**config.mk**
```make
export PLATFORM = sky130hd
export DESIGN_NAME = memctrl_host_seq
export DESIGN_NICKNAME = d
export VERILOG_FILES = /design/src/rtl/memctrl_seq_pkg.sv /design/src/rtl/rr_arb2.sv /design/src/rtl/memctrl_host_seq.sv
export SDC_FILE = /design/constraint.sdc
export NUM_CORES = 1
export LEC_CHECK = 0
export CORE_MARGIN = 4
export CORE_UTILIZATION = 43
export CTS_BUF_LIST = sky130_fd_sc_hd__clkbuf_4 sky130_fd_sc_hd__clkbuf_8 sky130_fd_sc_hd__clkbuf_16
export CTS_CLUSTER_SIZE = 25
export DETAILED_ROUTE_END_ITERATION = 10
export GPL_TIMING_DRIVEN = 1
export HOLD_SLACK_MARGIN = 0.06
export PLACE_DENSITY = 0.82
export SETUP_SLACK_MARGIN = 0.02
export SLEW_MARGIN = 10
export SYNTH_ARGS = -nofsm -noshare
export SYNTH_HDL_FRONTEND = slang
export SYNTH_SLANG_ARGS = --single-unit
```
**constraint.sdc**
```tcl
create_clock -name clk_i -period 2.1 [get_ports clk_i]
set_input_delay 0.42 -clock clk_i [delete_from_list [all_inputs] [get_ports clk_i]]
set_output_delay 0.42 -clock clk_i [all_outputs]
set_load 0.005 [all_outputs]
```
**src/rtl/memctrl_seq_pkg.sv**
```systemverilog
`default_nettype none
// ============================================================================
// Module   : memctrl_seq_pkg
// Purpose  : Shared types and constants for the MEMCTRL host sequencer.
// Revision : 1.0 - initial release
// ============================================================================
package memctrl_seq_pkg;

    // Default build parameters.
    localparam int CE_HALF_DEF = 3;
    localparam int ADDR_W_DEF  = 16;
    localparam int DATA_W_DEF  = 8;

    // Requester port indices: SoC bus bridge and debug/scan host.
    localparam int PORT_BUS = 0;
    localparam int PORT_DBG = 1;

    // Sequencer states; one full MEMCTRL access is SETUP + two CE pulses + RESP.
    typedef enum logic [2:0] {
        S_IDLE   = 3'd0,
        S_SETUP  = 3'd1,
        S_CE1_HI = 3'd2,
        S_CE1_LO = 3'd3,
        S_CE2_HI = 3'd4,
        S_CE2_LO = 3'd5,
        S_RESP   = 3'd6
    } state_t;

endpackage
`default_nettype wire

```
**src/rtl/rr_arb2.sv**
```systemverilog
`default_nettype none
// ============================================================================
// Module   : rr_arb2
// Purpose  : Two-way round-robin arbiter. A lone requester always wins; on a
//            tie the port not granted last wins. The pointer moves only when
//            the grant is actually taken (advance_i).
// Revision : 1.0 - initial release
// ============================================================================
module rr_arb2 (
    input  logic       clk_i,
    input  logic       rst_i,
    input  logic [1:0] req_i,
    input  logic       advance_i,
    output logic [1:0] grant_o
);

    // Port that wins a tie; resets to favour port 0.
    logic ptr_q;

    // Grant selection from the current requests and tie-break pointer.
    always_comb begin
        grant_o = 2'b00;
        case (req_i)
            2'b01:   grant_o = 2'b01;
            2'b10:   grant_o = 2'b10;
            2'b11:   grant_o = ptr_q ? 2'b10 : 2'b01;
            default: grant_o = 2'b00;
        endcase
    end

    // After port 0 is served, favour port 1 next time, and vice versa.
    always_ff @(posedge clk_i or posedge rst_i) begin
        if (rst_i) begin
            ptr_q <= 1'b0;
        end else if (advance_i) begin
            ptr_q <= grant_o[0];
        end
    end

endmodule
`default_nettype wire

```
**src/rtl/memctrl_host_seq.sv**
```systemverilog
`default_nettype none
// ============================================================================
// Module   : memctrl_host_seq
// Purpose  : Two-port host sequencer/arbiter in front of MEMCTRL. Accepts a
//            request, runs the two-pulse CE cycle, samples read data and
//            returns a one-cycle response. All outputs are registered.
// Revision : 1.0 - initial release
// ============================================================================
module memctrl_host_seq
    import memctrl_seq_pkg::*;
#(
    parameter int CE_HALF = CE_HALF_DEF,
    parameter int ADDR_W  = ADDR_W_DEF,
    parameter int DATA_W  = DATA_W_DEF
) (
    input  logic                clk_i,
    input  logic                rst_i,
    input  logic [1:0]          req_valid_i,
    input  logic [1:0]          req_wr_i,
    input  logic [2*ADDR_W-1:0] req_addr_i,
    input  logic [2*DATA_W-1:0] req_wdata_i,
    output logic [1:0]          req_ready_o,
    output logic [1:0]          rsp_valid_o,
    output logic [DATA_W-1:0]   rsp_rdata_o,
    input  logic                bist_hold_i,
    output logic                idle_o,
    output logic [ADDR_W-1:0]   mem_addr_o,
    output logic [DATA_W-1:0]   mem_idata_o,
    output logic                mem_ce_o,
    output logic                mem_csb_o,
    output logic                mem_web_o,
    output logic                mem_oeb_o,
    input  logic [DATA_W-1:0]   mem_odata_i
);

    // Last count value of each CE half-period.
    localparam logic [3:0] CNT_LAST = 4'(CE_HALF - 1);

    state_t              state_q;
    logic [3:0]          cnt_q;
    logic                wr_q;
    logic                port_q;
    logic [1:0]          req_ready_q;
    logic [1:0]          rsp_valid_q;
    logic [DATA_W-1:0]   rsp_rdata_q;
    logic                idle_q;
    logic [ADDR_W-1:0]   mem_addr_q;
    logic [DATA_W-1:0]   mem_idata_q;
    logic                mem_ce_q;
    logic                mem_csb_q;
    logic                mem_web_q;
    logic                mem_oeb_q;

    logic [1:0]          arb_grant;
    logic                accept;
    logic                sel_port;
    logic                sel_wr;
    logic [ADDR_W-1:0]   sel_addr;
    logic [DATA_W-1:0]   sel_wdata;
    logic                cnt_last;

    // A grant is taken only from idle and only while BIST is not holding the bus.
    assign accept    = (state_q == S_IDLE) && !bist_hold_i && (|req_valid_i);
    assign sel_port  = arb_grant[PORT_DBG];
    assign sel_wr    = sel_port ? req_wr_i[PORT_DBG] : req_wr_i[PORT_BUS];
    assign sel_addr  = sel_port ? req_addr_i[PORT_DBG*ADDR_W +: ADDR_W]
                                : req_addr_i[PORT_BUS*ADDR_W +: ADDR_W];
    assign sel_wdata = sel_port ? req_wdata_i[PORT_DBG*DATA_W +: DATA_W]
                                : req_wdata_i[PORT_BUS*DATA_W +: DATA_W];
    assign cnt_last  = (cnt_q == CNT_LAST);

    rr_arb2 u_arb (
        .clk_i     (clk_i),
        .rst_i     (rst_i),
        .req_i     (req_valid_i),
        .advance_i (accept),
        .grant_o   (arb_grant)
    );

    // Sequencer FSM: every MEMCTRL pin and handshake output is set one edge ahead.
    always_ff @(posedge clk_i or posedge rst_i) begin
        if (rst_i) begin
            state_q     <= S_IDLE;
            cnt_q       <= 4'd0;
            wr_q        <= 1'b0;
            port_q      <= 1'b0;
            req_ready_q <= 2'b00;
            rsp_valid_q <= 2'b00;
            rsp_rdata_q <= '0;
            idle_q      <= 1'b1;
            mem_addr_q  <= '0;
            mem_idata_q <= '0;
            mem_ce_q    <= 1'b0;
            mem_csb_q   <= 1'b1;
            mem_web_q   <= 1'b1;
            mem_oeb_q   <= 1'b1;
        end else begin
            req_ready_q <= 2'b00;
            rsp_valid_q <= 2'b00;
            case (state_q)
                S_IDLE: begin
                    if (accept) begin
                        state_q     <= S_SETUP;
                        req_ready_q <= arb_grant;
                        port_q      <= sel_port;
                        wr_q        <= sel_wr;
                        mem_addr_q  <= sel_addr;
                        mem_idata_q <= sel_wdata;
                        mem_csb_q   <= 1'b0;
                        mem_web_q   <= ~sel_wr;
                        mem_oeb_q   <= sel_wr;
                        idle_q      <= 1'b0;
                    end
                end
                S_SETUP: begin
                    // CSB/WEB stay low into the first CE-high cycle.
                    state_q  <= S_CE1_HI;
                    cnt_q    <= 4'd0;
                    mem_ce_q <= 1'b1;
                end
                S_CE1_HI: begin
                    mem_csb_q <= 1'b1;
                    mem_web_q <= 1'b1;
                    if (cnt_last) begin
                        state_q  <= S_CE1_LO;
                        cnt_q    <= 4'd0;
                        mem_ce_q <= 1'b0;
                    end else begin
                        cnt_q <= cnt_q + 4'd1;
                    end
                end
                S_CE1_LO: begin
                    if (cnt_last) begin
                        state_q  <= S_CE2_HI;
                        cnt_q    <= 4'd0;
                        mem_ce_q <= 1'b1;
                    end else begin
                        cnt_q <= cnt_q + 4'd1;
                    end
                end
                S_CE2_HI: begin
                    // Read data is valid during the first CE2-high cycle; OEB releases after it.
                    if (cnt_q == 4'd0) begin
                        if (!wr_q) begin
                            rsp_rdata_q <= mem_odata_i;
                        end
                        mem_oeb_q <= 1'b1;
                    end
                    if (cnt_last) begin
                        state_q  <= S_CE2_LO;
                        cnt_q    <= 4'd0;
                        mem_ce_q <= 1'b0;
                    end else begin
                        cnt_q <= cnt_q + 4'd1;
                    end
                end
                S_CE2_LO: begin
                    if (cnt_last) begin
                        state_q     <= S_RESP;
                        cnt_q       <= 4'd0;
                        rsp_valid_q <= {port_q, ~port_q};
                    end else begin
                        cnt_q <= cnt_q + 4'd1;
                    end
                end
                S_RESP: begin
                    state_q <= S_IDLE;
                    idle_q  <= 1'b1;
                end
                default: begin
                    state_q <= S_IDLE;
                    idle_q  <= 1'b1;
                end
            endcase
        end
    end

    assign req_ready_o = req_ready_q;
    assign rsp_valid_o = rsp_valid_q;
    assign rsp_rdata_o = rsp_rdata_q;
    assign idle_o      = idle_q;
    assign mem_addr_o  = mem_addr_q;
    assign mem_idata_o = mem_idata_q;
    assign mem_ce_o    = mem_ce_q;
    assign mem_csb_o   = mem_csb_q;
    assign mem_web_o   = mem_web_q;
    assign mem_oeb_o   = mem_oeb_q;

endmodule
`default_nettype wire

```
Yosys cells after proc, flatten, opt, wreduce, memory -nomap -nowiden
Cells that the tools add are included.
{"block": "totals", "latchBits": 0, "ramBits": 0, "n_memories": 0, "ff_bits": 51, "rom_bits": 0, "input_bits": 63, "word_cells": 84}
{"block": "op_classes", "div_mod_pow": 0, "muxes": 28, "n_eq_ne": 16, "addsub": 1, "n_shift": 0, "order_cmp": 0, "reduce_logical": 20, "bitwise": 4, "mul": 0}
{"operator": "$pmux W3 S6", "n": 1}
{"operator": "$mux W16", "n": 1}
{"operator": "$mux W3", "n": 5}
{"operator": "$ne A2 B2 Y1 const B", "n": 6}
{"operator": "$mux W2", "n": 5}
{"operator": "$reduce_and A3 Y1", "n": 3}
{"operator": "$mux W8", "n": 1}
{"operator": "$pmux W1 S2", "n": 4}
{"operator": "$pmux W4 S2", "n": 1}
{"operator": "$mux W1", "n": 7}
{"operator": "$eq A3 B2 Y1 const B", "n": 2}
{"operator": "$eq A3 B3 Y1 const B", "n": 2}
{"operator": "$pmux W2 S3", "n": 1}
{"operator": "$reduce_and A2 Y1", "n": 3}
{"operator": "$reduce_bool A2 Y1", "n": 3}
{"operator": "$reduce_and A5 Y1", "n": 1}
{"operator": "$reduce_or A5 Y1", "n": 1}
{"operator": "$add A4 B1 Y4 const B", "n": 1}
{"operator": "$eq A2 B2 Y1 const B", "n": 2}
{"operator": "$eq A4 B2 Y1 const B", "n": 1}
{"operator": "$logic_not A4 Y1", "n": 1}
{"operator": "$mux W4", "n": 1}
{"operator": "$not A1 Y1", "n": 4}
{"operator": "$reduce_or A2 Y1", "n": 2}
{"operator": "other kinds (9)", "n": 10}

Logic depth before layout (Yosys ltp)
Gate-level depths: netlist (run 1).
{"block": "depth", "depth_word": 6, "depth_mapped": 7}

Hierarchy
From an unflattened synthesis (run 1), not the netlist that was laid out.
{"block": "hier_totals", "cells_unflattened": 185, "area_unflattened_um2": 2414.8}
{"mod": "memctrl_host_seq", "seq_area_each_um2": 1256.2, "area_per_inst_um2": 2348.5, "n_inst": 1, "cells_each": 179}
{"mod": "rr_arb2", "seq_area_each_um2": 25.0, "area_per_inst_um2": 66.3, "n_inst": 1, "cells_each": 6}

Worst setup path before layout (run 1)
Ideal clock, no wire load.
{"block": "synth_timing", "path_type": "reg2reg", "from": "register cnt_q[0]", "to": "register cnt_q[0]", "arrival_time_ps": 1457, "path_stages_with_launch": 6, "path_slack_ps": 518, "n_path_buf": 0, "cell_sequence": "dfrtp_1 -> inv_1 -> ha_1 -> nor3b_1 -> nor2_1 -> mux2_2"}
{"block": "synth_via", "elab_chain_cells": 3, "word_cells_on_any_way": 4, "cone_classes": "add/sub (1); eq/ne (1); mux (2)"}
{"item": "start: declaration", "line": "memctrl_host_seq.sv:40", "rtl": "logic [3:0] cnt_q;"}
{"item": "start signal: assignment", "line": "memctrl_host_seq.sv:129", "rtl": "cnt_q <= cnt_q + 4'd1;"}
{"item": "start signal: assignment", "line": "memctrl_host_seq.sv:138", "rtl": "cnt_q <= cnt_q + 4'd1;"}
{"item": "start signal: assignment", "line": "memctrl_host_seq.sv:154", "rtl": "cnt_q <= cnt_q + 4'd1;"}
{"item": "$add A4 B1 Y4 / $eq A4 B2 Y1 (equally long branches)"}
{"item": "$mux W4 (*)"}
{"item": "$pmux W4 S2 (*)", "line": "memctrl_host_seq.sv:100", "rtl": "case (state_q)"}
Every way passes the cells marked *; elsewhere a longest branch is shown, timed or not.
A chain may end at the register's enable or synchronous reset.

Final worst setup path (run 1)
{"block": "layout_timing", "from": "register state_q[1]", "to": "register rsp_rdata_q[2], in the netlist rsp_rdata_o[2]"}
{"block": "layout_via", "elab_chain_cells": 2}
{"item": "start: declaration", "line": "memctrl_host_seq.sv:39", "rtl": "state_t state_q;"}
{"item": "start signal: assignment", "line": "memctrl_host_seq.sv:83", "rtl": "state_q <= S_IDLE;"}
{"item": "start signal: assignment", "line": "memctrl_host_seq.sv:103", "rtl": "state_q <= S_SETUP;"}
{"item": "start signal: assignment", "line": "memctrl_host_seq.sv:117", "rtl": "state_q <= S_CE1_HI;"}
{"item": "$eq A3 B3 Y1", "line": "memctrl_host_seq.sv:100"}
{"item": "$reduce_and A3 Y1 (no line)"}
{"item": "end signal: assignment", "line": "memctrl_host_seq.sv:145", "rtl": "rsp_rdata_q <= mem_odata_i;"}
{"item": "end: declaration", "line": "memctrl_host_seq.sv:45", "rtl": "logic [DATA_W-1:0] rsp_rdata_q;"}
No other way between the ends.

==> results of run 1 <==
==> worst max-delay path, stage by stage, from the launching register on <==
cell and delay, ns:
dfrtp_1 0.57, nor2b_4 0.22, and4_4 0.25, nor2b_4 0.35, mux2_4 0.34
==> layer usage <==
| metal | up-vias | share of wire | routed length, um | global-route usage |
|---|---|---|---|---|
| li1 | 968 | - | - | - |
| met1 | 944 | 0.42 | 2500 | 0.216 |
| met2 | 63 | 0.50 | 2950 | 0.296 |
| met3 | 4 | 0.069 | 409 | 0.0494 |
| met4 | 0 | 0.0075 | 44 | 0.0439 |
| met5 | - | 0 | 0 | 0 |
==> stage by stage <==
step	instance area (um2)	cells
after floorplan	2460	217
after global placement	3560	388
after detailed placement	3560	388
after CTS	3680	396
after global routing	3680	396
final	3680	396
==> final timing paths <==
path / cells past startpoint / to / slack (ns)
worst max-delay path: 4 / rsp_rdata_o[2]$_DFFE_PP0P_ / 0.25
worst min-delay path: 1 / rsp_valid_o[0]$_DFF_PP0_ / 0.48
worst max register to register: 4 / rsp_rdata_o[2]$_DFFE_PP0P_ / 0.25
worst min register to register: 1 / rsp_valid_o[0]$_DFF_PP0_ / 0.48
max in group asynchronous: 3 / mem_web_o$_DFFE_PP1P_ / 1.31
min in group asynchronous: 3 / mem_addr_o[13]$_DFFE_PP0P_ / 0.51
==> state kept, by name, summed over array words and instances (netlist names) <==
| name | cells |
|---|---|
| cnt_q | 4 |
| idle_o | 1 |
| mem_addr_o | 16 |
| mem_ce_o | 1 |
| mem_csb_o | 1 |
| mem_idata_o | 8 |
| mem_oeb_o | 1 |
| mem_web_o | 1 |
| port_q | 1 |
| req_ready_o | 2 |
| rsp_rdata_o | 8 |
| rsp_valid_o | 2 |
| state_q | 3 |
| u_arb.ptr_q | 1 |
| wr_q | 1 |
==> power by group <==
group / internal (W) / switching [W] / total (W)
combinational: 0.00127 / 0.000886 / 0.00216
clock: 0.000386 / 0.000326 / 0.000712
sequential: 0.00143 / 0.000297 / 0.00173
==> cell families (layout without fill, tap and decap cells) <==
family                   Yosys count  after routing  share of synthesized area
flip-flops                        51             51                      0.520
multiplexers                      33             33                      0.151
AND/OR/NAND/NOR                   55             55                      0.112
buffers and inverters             19            126                     0.0534
AO/OA/AOI/OAI                     52             52                      0.131
XOR/XNOR                           1              1                    0.00356
adder cells (fa/ha/maj)            6              6                     0.0295
==> cell type report <==
type,instances,share of cell area
repair buffers,111,0.303
inverters,7,0.00714
clock buffers,6,0.0224
multi-input cells,147,0.285
clock inverters,2,0.00951
flip-flops and latches,51,0.348
well taps,72,0.0245
==> Yosys cell counts, drive strengths merged, types with 2 or more instances <==
cell,count
nand2,8
mux2,9
o41ai,2
and2,2
o31a,2
ha,5
inv,7
nor2b,2
nand3,4
nor3,4
nor2,30
buf,12
mux2i,24
a21o,2
o21ai,7
dfstp,4
dfrtp,47
a21oi,27
==> impl_metrics.json, run 1 <==
{
  "power_leakage_nw": 1.61,
  "grt_pass1_wl_mm": 9.89,
  "dr_total_vias": 1979,
  "yosys_most_used_dff": "dfrtp_1",
  "grt_pass1_vias": 2014,
  "ios": 104,
  "synthArstFlopShare": 1.00,
  "avgSynthCellArea_um2": 11.3,
  "path_class": "register to register",
  "finalNetCount": 391,
  "outcome": "finished clean",
  "clockRootBuffer": "clkbuf_8",
  "clock_path_buffers": 2,
  "totalWireLength_mm": 5.90,
  "clk_latency_ns": 0.30,
  "ys_ff_latch": 51,
  "yosysSeqAreaShare": 0.520,
  "tightest_slew_ns": 0.499,
  "maxCapViolations": 0,
  "chipHeight_um": 83.7,
  "clkTransAtPathRegs_ns": 0.09,
  "io_buffers": 103,
  "grt_antenna_before_repair": 0,
  "maxSlewHeadroom": 0.667,
  "critPathMaxFanout": 12,
  "cts_resized": 0,
  "cts_tree": "done",
  "crit_arrival_ns": 2.04,
  "min_period_ns": 1.85,
  "ctsHoldBuffers": 0,
  "multiInputGateArea_um2": 1050,
  "cts_setup_buffers": 0,
  "pre_cts_ws_ns": 0.208,
  "cts.sinks": 51,
  "crit_start": "state_q[1]$_DFFE_PP0P_",
  "yosysWarnings": 0,
  "syn_to_final_growth_pct": 49.5,
  "synth.top_cell.area_share": 0.478,
  "drc_errors": 0,
  "setup_tns_ns": 0,
  "drv_slew": 0,
  "hp-start": "port_q$_DFFE_PP0P_",
  "end_kind": "register",
  "fin_util": 0.665,
  "initial_core_util": 0.444,
  "synth.largest_area_cell": "dfrtp_1",
  "grt_usage": 0.173,
  "core_um2": 5540,
  "synth_top_cells_by_area": "dfrtp_1 48%, mux2i_1 9.8%, a21oi_1 5.5%, mux2_4 4.9%, nor2_1 4.6%",
  "netlist_area_um2": 2460,
  "synth_nets": 285,
  "synth-edff-count": 0,
  "ant_nets": 0,
  "grt_max_degree": 52,
  "worst_slack_ns": 0.250,
  "finalSetupViolCount": 0,
  "regArea_um2": 1280,
  "cp_data_required_time_ns": 2.29,
  "place_hpwl_mm": 4.42,
  "synth_cells": 217,
  "insertedDiodeCount": 0,
  "overflow": 0,
  "final_cell_mix": "103 x clkdlybuf4s50_1, 47 x dfrtp_1, 30 x nor2_1",
  "r2r_start": "state_q[1]$_DFFE_PP0P_",
  "drive_gt1_frac": 0.123,
  "hold_viol_final": 0,
  "cts_buffers": 5,
  "timing.fmax_mhz": 541,
  "avgRoutedWirePerCell_um": 14.9,
  "fp-row-count": 27,
  "layout_commonest_cell": "clkdlybuf4s50_1",
  "fin_worst_skew_ns": 0.00355,
  "powerDensity_nw_per_um2": 1250,
  "post-route-period-util": 0.881,
  "first_iter_violations": 64,
  "rsz0062_at_grt": "no",
  "vias_per_cell": 5.00,
  "min_path_type": "register to register",
  "whs_ns": 0.482,
  "cts_htree_levels": 2,
  "fillers": 451,
  "place.gp.congestion": 0.833,
  "die_area_um2": 7000,
  "drtPass1Iterations": 4,
  "total_power_w": 0.00460,
  "die_w_um": 83.7,
  "peakVddDrop_uv": 645,
  "crit_path_start_kind": "register",
  "synthDistinctLibCells": 43
}
Note: power is estimated with default switching activity, not from simulation.
==> run 2: changes to the inputs <==
--- a/config.mk
+++ b/config.mk
@@ -7,2 +7,3 @@
 export LEC_CHECK = 0
+export ABC_CLOCK_PERIOD_IN_PS = 2100
 export CORE_MARGIN = 4
==> constraint.sdc (replaced) <==
create_clock -name clk_i -period 2.1 [get_ports clk_i]
set_input_delay 0.525 -clock clk_i [delete_from_list [all_inputs] [get_ports clk_i]]
set_output_delay 0.525 -clock clk_i [all_outputs]
set_load 0.005 [all_outputs]
==> impl_metrics.json, run 2 (synthesized netlist as in run 1, its figures left out) <==
{
  "dr_total_vias": 1991,
  "fillers": 442,
  "finalNetCount": 392,
  "dp.cells": 389,
  "maxCapViolations": 0,
  "critPathMaxFanout": 2,
  "rsz0062_at_grt": "no",
  "cp_data_required_time_ns": 1.57,
  "drtPass1Iterations": 5,
  "crit_family": "flip-flops",
  "fin_cells": 396,
  "cp_slowest_stage_delay_ns": 0.56,
  "min_path_type": "register to register",
  "tightest_slew_ns": 0.497,
  "end_kind": "primary output",
  "ant_nets": 0,
  "overflow": 0,
  "syn_to_final_growth_pct": 49.9,
  "maxSlewHeadroom": 0.668,
  "drc_errors": 0,
  "outcome": "finished clean",
  "fin_util": 0.666,
  "die_w_um": 83.7,
  "crit_path_start_kind": "register",
  "fp-row-count": 27,
  "total_power_w": 0.00457,
  "first_iter_violations": 61,
  "avgRoutedWirePerCell_um": 14.6,
  "grt_max_degree": 52,
  "timing.fmax_mhz": 530,
  "finalSetupViolCount": 0,
  "hold_viol_final": 0,
  "insertedDiodeCount": 0,
  "fin_worst_skew_ns": 0.00320,
  "place.gp.congestion": 0.835,
  "ctsHoldBuffers": 0,
  "drive_gt1_frac": 0.123,
  "io_buffers": 103,
  "drv_slew": 0,
  "cts_tree": "done",
  "powerDensity_nw_per_um2": 1240,
  "ios": 104,
  "final_cell_mix": "103 x clkdlybuf4s50_1, 47 x dfrtp_1, 30 x nor2_1",
  "vias_per_cell": 5.03,
  "crit_chain": "clkdlybuf4s50_1",
  "crit_arrival_ns": 1.36,
  "grt_pass1_vias": 1995,
  "cts.sinks": 51,
  "grt_antenna_before_repair": 0,
  "cts_setup_buffers": 0,
  "grt_usage": 0.168,
  "cts_buffers": 5,
  "setup_tns_ns": 0,
  "cts_resized": 0,
  "power_leakage_nw": 1.61,
  "peakVddDrop_uv": 526,
  "post-route-period-util": 0.898,
  "clockRootBuffer": "clkbuf_8",
  "chipHeight_um": 83.7,
  "grt_pass1_wl_mm": 9.57,
  "cts_htree_levels": 2,
  "initial_core_util": 0.444,
  "clock_path_buffers": 2,
  "crit_slowest_cell": "dfstp_2",
  "clk_latency_ns": 0.30,
  "largest_register_ffs": 16,
  "totalWireLength_mm": 5.78,
  "crit_buf_inv": 1,
  "place_hpwl_mm": 4.39,
  "die_area_um2": 7000,
  "path_class": "register to primary output",
  "layout_commonest_cell": "clkdlybuf4s50_1",
  "min_period_ns": 1.89,
  "core_um2": 5540,
  "clkTransAtPathRegs_ns": 0.09
}
run 2: changes by cell type in the layout (fill, tap and decap cells not counted):
cell | previous run | this run
buf_12 | 2 | 3
clkbuf_4 | 0 | 1
clkbuf_8 | 6 | 5
clkinv_2 | 1 | 0
run 2: cell type report:
type	instances	area, um2	share of cell area
sequential	51	1280	0.347
clock inverter	1	30.0	0.00814
tap	72	90.1	0.0244
inverter	7	26.3	0.00712
multi-input combinational	147	1050	0.285
clock buffer	6	76.3	0.0207
timing repair buffer	112	1140	0.308
run 2: final timing paths:
| path | from | endpoint | slack, ns | cells after the start |
|---|---|---|---|---|
| worst max-delay path | mem_oeb_o$_DFFE_PP1P_ | mem_oeb_o | 0.21 | 1 |
| worst min-delay path | port_q$_DFFE_PP0P_ | rsp_valid_o[0]$_DFF_PP0_ | 0.48 | 1 |
| worst max register to register | state_q[1]$_DFFE_PP0P_ | rsp_rdata_o[5]$_DFFE_PP0P_ | 0.28 | 4 |
| worst min register to register | port_q$_DFFE_PP0P_ | rsp_valid_o[0]$_DFF_PP0_ | 0.48 | 1 |
| max in group asynchronous | rst_i | mem_web_o$_DFFE_PP1P_ | 1.22 | 3 |
| min in group asynchronous | rst_i | rsp_rdata_o[2]$_DFFE_PP0P_ | 0.58 | 3 |
run 2: layer usage:
metal	share of wire	GRT usage	wire length, um	up-vias
met5	0	0	0	-
met4	0.020	0.0614	116	0
met3	0.067	0.0484	389	11
met2	0.49	0.281	2850	75
met1	0.42	0.204	2420	927
li1	-	-	-	978
run 2: per-stage QoR:
| stage | setup slack [ns] | area, um2 | hold slack [ns] |
|---|---|---|---|
| floorplan | 0.352 | 2460 | 0.432 |
| global placement | 0.150 | 3580 | 0.448 |
| detailed placement | 0.125 | 3580 | 0.467 |
| CTS | 0.205 | 3690 | 0.479 |
| global route | 0.156 | 3690 | 0.522 |
| finish | 0.214 | 3690 | 0.480 |
run 2: report_power, final:
part | internal, W | total [W] | switching, W
Sequential | 0.00143 | 0.00172 | 0.000290
Clock | 0.000363 | 0.000671 | 0.000308
Combinational | 0.00129 | 0.00217 | 0.000884
